## config.mk

```make
export PLATFORM = sky130hd
export DESIGN_NAME = mmem_store
export DESIGN_NICKNAME = d
export VERILOG_FILES = /design/src/rtl/cadr_pkg.sv /design/src/rtl/mmem_ram.sv /design/src/rtl/mmem_store.sv
export SDC_FILE = /design/constraint.sdc
export NUM_CORES = 1
export LEC_CHECK = 0
export CORE_ASPECT_RATIO = 1.25
export CORE_UTILIZATION = 40
export DETAILED_ROUTE_END_ITERATION = 10
export GPL_TIMING_DRIVEN = 0
export PLACE_DENSITY_LB_ADDON = 0.15
export REMOVE_ABC_BUFFERS = 1
export SYNTH_ARGS = -nofsm -noshare
export SYNTH_HDL_FRONTEND = slang
export SYNTH_SLANG_ARGS = --single-unit
```

## constraint.sdc

```tcl
create_clock -name clk -period 3.6 [get_ports clk]
set_input_delay 0.54 -clock clk [delete_from_list [all_inputs] [get_ports clk]]
set_output_delay 0.54 -clock clk [all_outputs]
set_load 0.05 [all_outputs]
```

## src/rtl/cadr_pkg.sv

```systemverilog
// Shared CADR definitions: M-memory geometry, M-memory FSM states and
// the odd-parity helper used by the optional MMEM_PARITY_EN build.
package cadr_pkg;

    localparam int MMEM_AW = 5;
    localparam int MMEM_DW = 32;

    typedef enum logic {
        MM_INIT,
        MM_RUN
    } mm_state_e;

    // Returns the bit that makes the total count of ones odd; zero-extension
    // does not change the result, so any word up to 64 bits may be passed.
    function automatic logic odd_par(input logic [63:0] d);
        return ~^d;
    endfunction

endpackage

```

## src/rtl/mmem_ram.sv

```systemverilog
// M-memory storage array: synchronous write, combinational read,
// one read and one write port.
module mmem_ram
    import cadr_pkg::*;
#(
    parameter int AW = MMEM_AW,
    parameter int DW = MMEM_DW
) (
    input  logic          clk,
    input  logic          we,
    input  logic [AW-1:0] waddr,
    input  logic [DW-1:0] wdata,
    input  logic [AW-1:0] raddr,
    output logic [DW-1:0] rdata
);

    logic [DW-1:0] mem [2**AW];

    // NOTE: the array has no reset; clearing it costs a full sweep, which the
    // owner's INIT sequence performs, so a reset here would only add wiring.
    always_ff @(posedge clk) begin
        if (we) begin
            mem[waddr] <= wdata;
        end
    end

    assign rdata = mem[raddr];

endmodule

```

## src/rtl/mmem_store.sv

```systemverilog
// CADR M-memory: post-reset clear sequencer, registered read with
// write-through bypass, and m-bus gating. Optional parity: MMEM_PARITY_EN.
module mmem_store
    import cadr_pkg::*;
#(
    parameter int DEPTH_LOG2 = MMEM_AW,
    parameter int WIDTH      = MMEM_DW
) (
    input  logic                  clk,
    input  logic                  reset_n,
    input  logic                  state_decode,
    input  logic                  state_write,
    input  logic [DEPTH_LOG2-1:0] madr,
    input  logic                  mrp,
    input  logic                  mwp,
    input  logic                  mpassm,
    input  logic [WIDTH-1:0]      l,
    output logic [WIDTH-1:0]      m,
    output logic [WIDTH-1:0]      mmem_q,
`ifdef MMEM_PARITY_EN
    output logic                  m_parerr,
`endif
    output logic                  init_busy
);

    localparam int DEPTH = 2**DEPTH_LOG2;
`ifdef MMEM_PARITY_EN
    localparam int PW = WIDTH + 1;
`else
    localparam int PW = WIDTH;
`endif
    localparam logic [DEPTH_LOG2:0] CLR_LAST = (DEPTH_LOG2+1)'(DEPTH - 1);

    mm_state_e             state, state_nx;
    logic [DEPTH_LOG2:0]   clr_cnt, clr_nx;
    logic                  ram_we;
    logic [DEPTH_LOG2-1:0] ram_waddr;
    logic [PW-1:0]         ram_wdata;
    logic [PW-1:0]         ram_rdata;

    // NOTE: state registers use non-blocking assignments so every flop samples
    // pre-edge values regardless of process ordering.
    always_ff @(posedge clk or negedge reset_n) begin
        if (!reset_n) begin
            state   <= MM_INIT;
            clr_cnt <= '0;
        end else begin
            state   <= state_nx;
            clr_cnt <= clr_nx;
        end
    end

    // NOTE: every output of this block is defaulted first, so no path can
    // leave a signal unassigned and infer a latch.
    always_comb begin
        state_nx  = state;
        clr_nx    = clr_cnt;
        ram_we    = mwp;
        ram_waddr = madr;
`ifdef MMEM_PARITY_EN
        ram_wdata = {odd_par(64'(l)), l};
`else
        ram_wdata = l;
`endif
        if (state == MM_INIT) begin
            ram_we    = 1'b1;
            ram_waddr = clr_cnt[DEPTH_LOG2-1:0];
`ifdef MMEM_PARITY_EN
            ram_wdata = {1'b1, {WIDTH{1'b0}}};
`else
            ram_wdata = '0;
`endif
            clr_nx = clr_cnt + 1'b1;
            if (clr_cnt == CLR_LAST) begin
                state_nx = MM_RUN;
            end
        end
    end

    mmem_ram #(
        .AW (DEPTH_LOG2),
        .DW (PW)
    ) u_ram (
        .clk   (clk),
        .we    (ram_we),
        .waddr (ram_waddr),
        .wdata (ram_wdata),
        .raddr (madr),
        .rdata (ram_rdata)
    );

    // A single madr means a simultaneous read and write always share an address.
    always_ff @(posedge clk or negedge reset_n) begin
        if (!reset_n) begin
            mmem_q <= '0;
        end else if (state == MM_RUN && mrp) begin
            mmem_q <= mwp ? l : ram_rdata[WIDTH-1:0];
        end
    end

`ifdef MMEM_PARITY_EN
    always_ff @(posedge clk or negedge reset_n) begin
        if (!reset_n) begin
            m_parerr <= 1'b0;
        end else if (state == MM_RUN && mrp) begin
            m_parerr <= !mwp && (odd_par(64'(ram_rdata[WIDTH-1:0])) != ram_rdata[WIDTH]);
        end
    end
`endif

    assign init_busy = (state == MM_INIT);
    assign m         = mpassm ? mmem_q : '0;

`ifndef SYNTHESIS
    assert property (@(posedge clk) disable iff (!reset_n) mrp |-> state_decode);
    assert property (@(posedge clk) disable iff (!reset_n) mwp |-> state_write);
`endif

endmodule

```

# [Word-level counts from Yosys, hierarchy flattened]
# Memories as Yosys holds them, arrays and structs flattened. A register that Yosys moved wholly into a read port is not among the register bits.
# Cells that the tools add are included.
[word_totals] register_bits=7 out_inout_bits=65 mem_bits_rw=1024 inputBits=44 memories=1
[op_classes] mux=8 reduce_logical=2 n_bitwise=1 addsub=1 n_eq_ne=1
[mem_list] name="u_ram.mem" depth=32 width=32 rd=1 rd_ports_with_merged_regs=1 wr=1 line="mmem_ram.sv:17" source="logic [DW-1:0] mem [2**AW];"
[ops] operator="two-way mux 32 bit" n=2
[ops] operator="adder 6 x 1 -> 6 bit, second input constant" n=1
[ops] operator="equality test 6 x 5 -> 1 bit, second input constant" n=1
[ops] operator="two-way mux 1 bit" n=5
[ops] operator="two-way mux 5 bit" n=1
[ops] operator="logical AND 1 bit" n=1
[ops] operator="logical NOT 1 bit" n=1
[ops] operator="NOT 1 bit" n=1

# [Longest topological paths before layout]
# Gate-level depths: netlist (run 1).
[depth] depth_word=3 ltp_mapped=9 mapped_depth_nobuf=5

# [Cells and area by module]
# A second synthesis (run 1) with hierarchy kept.
[hier_totals] hier_cells=2467 area_unflattened_um2=42225.5
[modules_own_cells] module="mmem_ram" seq_area_each_um2=30749.5 area_per_inst_um2=39844.5 n_inst=1 cells_each=2228
[modules_own_cells] module="mmem_store" seq_area_each_um2=975.9 area_per_inst_um2=2381.0 n_inst=1 cells_each=239

# [Least setup slack after synthesis (run 1)]
# Ideal clock, no wire load.
[synth_path] path_kind="input to register" start="input madr[1]" end="memory u_ram.mem[10][0] (netlist bit), enable pin" slack_ps=23 arrival_time_ps=3156 n_path_buf=5 required_ps=3179 stages=9 cell_sequence="buf_2 buf_2 buf_4 buf_4 buf_2 nand2_1 nor3_1 a21oi_1 nor2_1"
[synth_via] elab_chain_len=1
[synth_rtl] element="start, declared" line="mmem_store.sv:13" source="input logic [DEPTH_LOG2-1:0] madr,"
[synth_rtl] element="two-way mux 5 bit" line="mmem_store.sv:65" source="if (state == MM_INIT) begin"
[synth_rtl] element="end, declared" line="mmem_ram.sv:17"
# No other way between the ends.

# [Worst setup path after layout (run 1)]
[layout_path] start="input madr[3]" end="memory u_ram.mem[20][15] (netlist bit), enable pin"
# The elaborated chain is that of the path after synthesis.

==> results by group, run 1 <==
Floorplan
  – Effective utilization at floorplan: 0.403
  – Area enclosed by the die boundary: 105,000 um^2
  – Cell row count: 132
  – Die width: 291 um
  – Ports placed on the boundary: 109
  – Vertical extent of the die: 363 um
  – Area of the core: 103,000 um^2

Placed design
  – Count of input and output buffers: 106
  – Pre-CTS WS: -2.04 ns
  – Number of placed instances, taps included: 3,455
  – Detailed Place HPWL: 67.9 mm
  – Final weighted congestion in routability-driven placement: 0.704

GRT
  – Number of antenna violations at the first check in global routing: 2
  – Largest net degree at the start of global routing: 99
  – GR Util All Layers: 0.224
  – Total congestion overflow: 0
  – First-pass GRT wire length: 166 mm
  – Number of global-route vias before repair: 22,351

Synthesis
  – Synthesized instance count: 2,054
  – Sequential element share of the synthesized area: 0.761
  – Main flop type after synthesis: sky130_fd_sc_hd__edfxtp_1
  – Library cell with the largest summed area after synthesis: sky130_fd_sc_hd__edfxtp_1
  – Post-synthesis instance area: 41,700 um^2
  – Syn_area_per_cell: 20.3 um^2
  – #FFs+latches synth: 1,063
  – Number of enable-type register cells in the synthesized netlist: 1,024
  – Yosys warning total: 0
  – Unique cell type count in the Yosys netlist: 56
  – Leading post-synthesis cells by cell area: sky130_fd_sc_hd__edfxtp_1, sky130_fd_sc_hd__mux4_2, sky130_fd_sc_hd__mux2i_1
  – Asr flop ratio synth: 0.0367
  – Share of the synthesized area in the top cell type: 0.738

Cells and area
  – Fraction of final layout cells with drive strength greater than 1: 0.226
  – Area delta synth->final: 18.3%
  – Filler Cell Count: 8,499
  – Post-Layout Cell Count: 3,686
  – Number of nets in the final layout: 2,300

Status
  – Run status: finished with violations
  – Violations in the final reports: design-rule violations, negative setup slack

Timing
  – Final number of max-transition violations: 0
  – Achievable Freq: 271 MHz
  – Part of the cycle the worst path needs: 1.03
  – Endpoints failing hold: 0
  – Minimum clock period after layout: 3.69 ns
  – Worst clock skew on the final layout: 0.0192 ns
  – Slack of the critical path: -0.0931 ns
  – Slew at the pin with the worst max-slew slack: 1.48 ns
  – Relative slew margins: 0.0112
  – Setup TNS: -1.18 ns
  – Final Setup Violations: 21

Pwr
  – Worst IR drop on VDD: 390 uV
  – Leakage component of the power: 16.0 nW
  – Power Density: 526 nW/um^2

Critical path
  – Type of origin of the critical path: input port
  – Reg-to-reg critical path endpoint: u_ram.mem[20][15]
  – R2r worst-path depth: 6
  – Crit end category: register
  – FF-to-FF Start: state
  – Worst path required time: 3.96 ns
  – Critical path class: in2reg
  – Peak fanout along the critical path: 27
  – Reg-to-reg slack, setup: -0.05 ns
  – Worst Path Arrival: 4.05 ns

Routing
  – Total vias in the final route: 21,484
  – Number of nets still failing antenna checks after routing: 0
  – Routed length per placed instance: 32.1 um
  – Detailed router's first-iteration violation count: 2,188
  – WL final: 118 mm
  – Vias per inst: 5.83
  – Remaining routing DRC violations: 2
  – Detailed-routing iteration count for the pre-antenna-repair pass: 9

CTS
  – Clock buffers created by TritonCTS: 101
  – CTS tree: yes
  – Root buf cell: sky130_fd_sc_hd__clkbuf_16
  – CTS clk-pin slew, worst paths: 0.06 ns
  – Maximum count of clock buffers along a single path: 3
  – Clk sink count: 1,063
  – Source-to-sink clock delay at the later pin of the worst-skew pair: 0.68 ns
  – Number of levels the H-tree was split into: 3

Worst hold path
  – Hold/Removal Path Class: in2async

Run
  – Max-capacitance violation count: 0
## how the worst max path moves through the flow
stage          startpoint                 to  slack [ns]
6_report          madr[3]  u_ram.mem[20][15]       -0.09
5_1_grt           madr[3]   u_ram.mem[20][9]       -0.43
4_1_cts             state  u_ram.mem[19][28]       0.008
3_5_place_dp      madr[0]   u_ram.mem[17][9]       -2.04
3_3_place_gp      madr[0]   u_ram.mem[23][9]      -24.10
2_1_floorplan       state    u_ram.mem[4][0]       -0.43
## flip-flops by register name, summed over array words and instances, names as in the netlist
register	cells
clr_cnt	6
mmem_q	32
u_ram.mem	1024
state	1
## power breakdown
part	internal, W	switching [W]
Combinational	0.000657	0.00116
Sequential	0.0136	0.0000555
Clock	0.00589	0.00452
## what timing repair did
action	in CTS	in global routing
cloned	4	0
setup endpoints to repair	565	171
pin swaps	8	8
hold buffers	1	0
buffers inserted	15	17
endpoints found under the hold margin	13	0
resized for setup	4	1
## stage by stage
stage | power [W] | hold slack, ns | cell area [um^2] | utilization
after global routing | 0.0267 | 0.333 | 49300 | 0.477
after detailed placement | 0.0158 | 0.475 | 45600 | 0.441
after floorplan | 0.0149 | 0.244 | 40900 | -
after global placement | 0.0162 | 0.454 | 43600 | 0.422
final | 0.0259 | 0.330 | 49300 | 0.477
after CTS | 0.0261 | 0.306 | 49100 | 0.475
## worst max-delay path, stage by stage
cell,delay (ns)
sky130_fd_sc_hd__clkdlybuf4s50_1,1.19
sky130_fd_sc_hd__o32ai_1,0.94
sky130_fd_sc_hd__nand2_1,0.46
sky130_fd_sc_hd__nor2_4,0.58
sky130_fd_sc_hd__buf_12,0.27
## final cells by class
| type | instances | area [um^2] | area share |
|---|---|---|---|
| diodes | 6 | 15.0 | 0.000305 |
| clock buffers | 152 | 2880 | 0.0585 |
| clock inverters | 36 | 322 | 0.00652 |
| inverters | 5 | 23.8 | 0.000482 |
| multi-input cells | 866 | 9460 | 0.192 |
| flip-flops and latches | 1063 | 31700 | 0.644 |
| well taps | 1340 | 1680 | 0.0340 |
| repair buffers | 218 | 3180 | 0.0645 |
## metal layers
layer	track usage	routed length, um	up-vias
met3	0.0270	6550	216
met1	0.291	47400	11589
li1	-	-	8854
met4	0.0844	3640	0
met2	0.387	60600	825
met5	0	0	-
## kinds of logic (layout without fill, tap and decap cells)
group / Yosys count / after routing / synth area share
compound gates: 181 / 181 / 0.0327
fa+ha+maj: 1 / 1 / 0.000300
simple gates: 343 / 343 / 0.0391
xor+xnor: 5 / 5 / 0.00105
other cells: 0 / 6 / 0
flops: 1063 / 1063 / 0.761
buf+inv: 125 / 411 / 0.0192
mux: 336 / 336 / 0.146
## synthesized netlist by cell type (3+ instances only)
cell type and n:
sky130_fd_sc_hd__a2111o_1 8, sky130_fd_sc_hd__a211oi_1 6, sky130_fd_sc_hd__a21oi_1 22, sky130_fd_sc_hd__a221o_1 14, sky130_fd_sc_hd__a221oi_1 35, sky130_fd_sc_hd__a22oi_1 29
sky130_fd_sc_hd__a31oi_1 4, sky130_fd_sc_hd__a41oi_1 3, sky130_fd_sc_hd__and2_1 71, sky130_fd_sc_hd__and3_1 15, sky130_fd_sc_hd__buf_1 5, sky130_fd_sc_hd__buf_12 4
sky130_fd_sc_hd__buf_2 34, sky130_fd_sc_hd__buf_4 13, sky130_fd_sc_hd__buf_6 19, sky130_fd_sc_hd__buf_8 3, sky130_fd_sc_hd__clkbuf_1 42, sky130_fd_sc_hd__dfrtp_1 39
sky130_fd_sc_hd__edfxtp_1 1024, sky130_fd_sc_hd__inv_1 3, sky130_fd_sc_hd__mux2_2 3, sky130_fd_sc_hd__mux2i_1 115, sky130_fd_sc_hd__mux4_2 216, sky130_fd_sc_hd__nand2_1 145
sky130_fd_sc_hd__nand3_1 20, sky130_fd_sc_hd__nand4_1 19, sky130_fd_sc_hd__nor2_1 49, sky130_fd_sc_hd__nor2b_1 7, sky130_fd_sc_hd__nor3_1 9, sky130_fd_sc_hd__o21ai_0 28
sky130_fd_sc_hd__o21ai_1 4, sky130_fd_sc_hd__o22ai_1 3, sky130_fd_sc_hd__o31ai_1 5, sky130_fd_sc_hd__xnor2_1 5
## cell usage in the layout (no fill, tap or decap), types with 5 or more instances in the layout
master | synthesis | final
sky130_fd_sc_hd__edfxtp_1 | 1024 | 1024
sky130_fd_sc_hd__mux4_2 | 216 | 216
sky130_fd_sc_hd__nand2_1 | 145 | 144
sky130_fd_sc_hd__mux2i_1 | 115 | 115
sky130_fd_sc_hd__clkbuf_16 | 0 | 105
sky130_fd_sc_hd__clkdlybuf4s50_1 | 0 | 99
sky130_fd_sc_hd__and2_1 | 71 | 68
sky130_fd_sc_hd__buf_12 | 4 | 52
sky130_fd_sc_hd__clkbuf_1 | 42 | 39
sky130_fd_sc_hd__dfrtp_1 | 39 | 38
sky130_fd_sc_hd__a221oi_1 | 35 | 35
sky130_fd_sc_hd__nor2_4 | 0 | 32
sky130_fd_sc_hd__buf_4 | 13 | 31
sky130_fd_sc_hd__a22oi_1 | 29 | 29
sky130_fd_sc_hd__o21ai_0 | 28 | 28
sky130_fd_sc_hd__buf_16 | 0 | 26
sky130_fd_sc_hd__a21oi_1 | 22 | 21
sky130_fd_sc_hd__nand3_1 | 20 | 20
sky130_fd_sc_hd__nand4_1 | 19 | 19
sky130_fd_sc_hd__and3_1 | 15 | 15
sky130_fd_sc_hd__a221o_1 | 14 | 14
sky130_fd_sc_hd__nor2_1 | 49 | 13
sky130_fd_sc_hd__clkinv_1 | 2 | 13
sky130_fd_sc_hd__clkinv_2 | 0 | 13
sky130_fd_sc_hd__nor3_1 | 9 | 9
sky130_fd_sc_hd__a2111o_1 | 8 | 8
sky130_fd_sc_hd__clkbuf_8 | 0 | 8
sky130_fd_sc_hd__diode_2 | 0 | 6
sky130_fd_sc_hd__a211oi_1 | 6 | 6
sky130_fd_sc_hd__o31ai_1 | 5 | 5
sky130_fd_sc_hd__xnor2_1 | 5 | 5
sky130_fd_sc_hd__bufinv_16 | 0 | 5
Note: power is estimated with default switching activity, not from simulation.
==> run 2, diff against run 1 <==
Settings changed: SLEW_MARGIN set to 0.
==> results of run 2 <==
Final layout, timing and power as in run 1 (identical DEF).
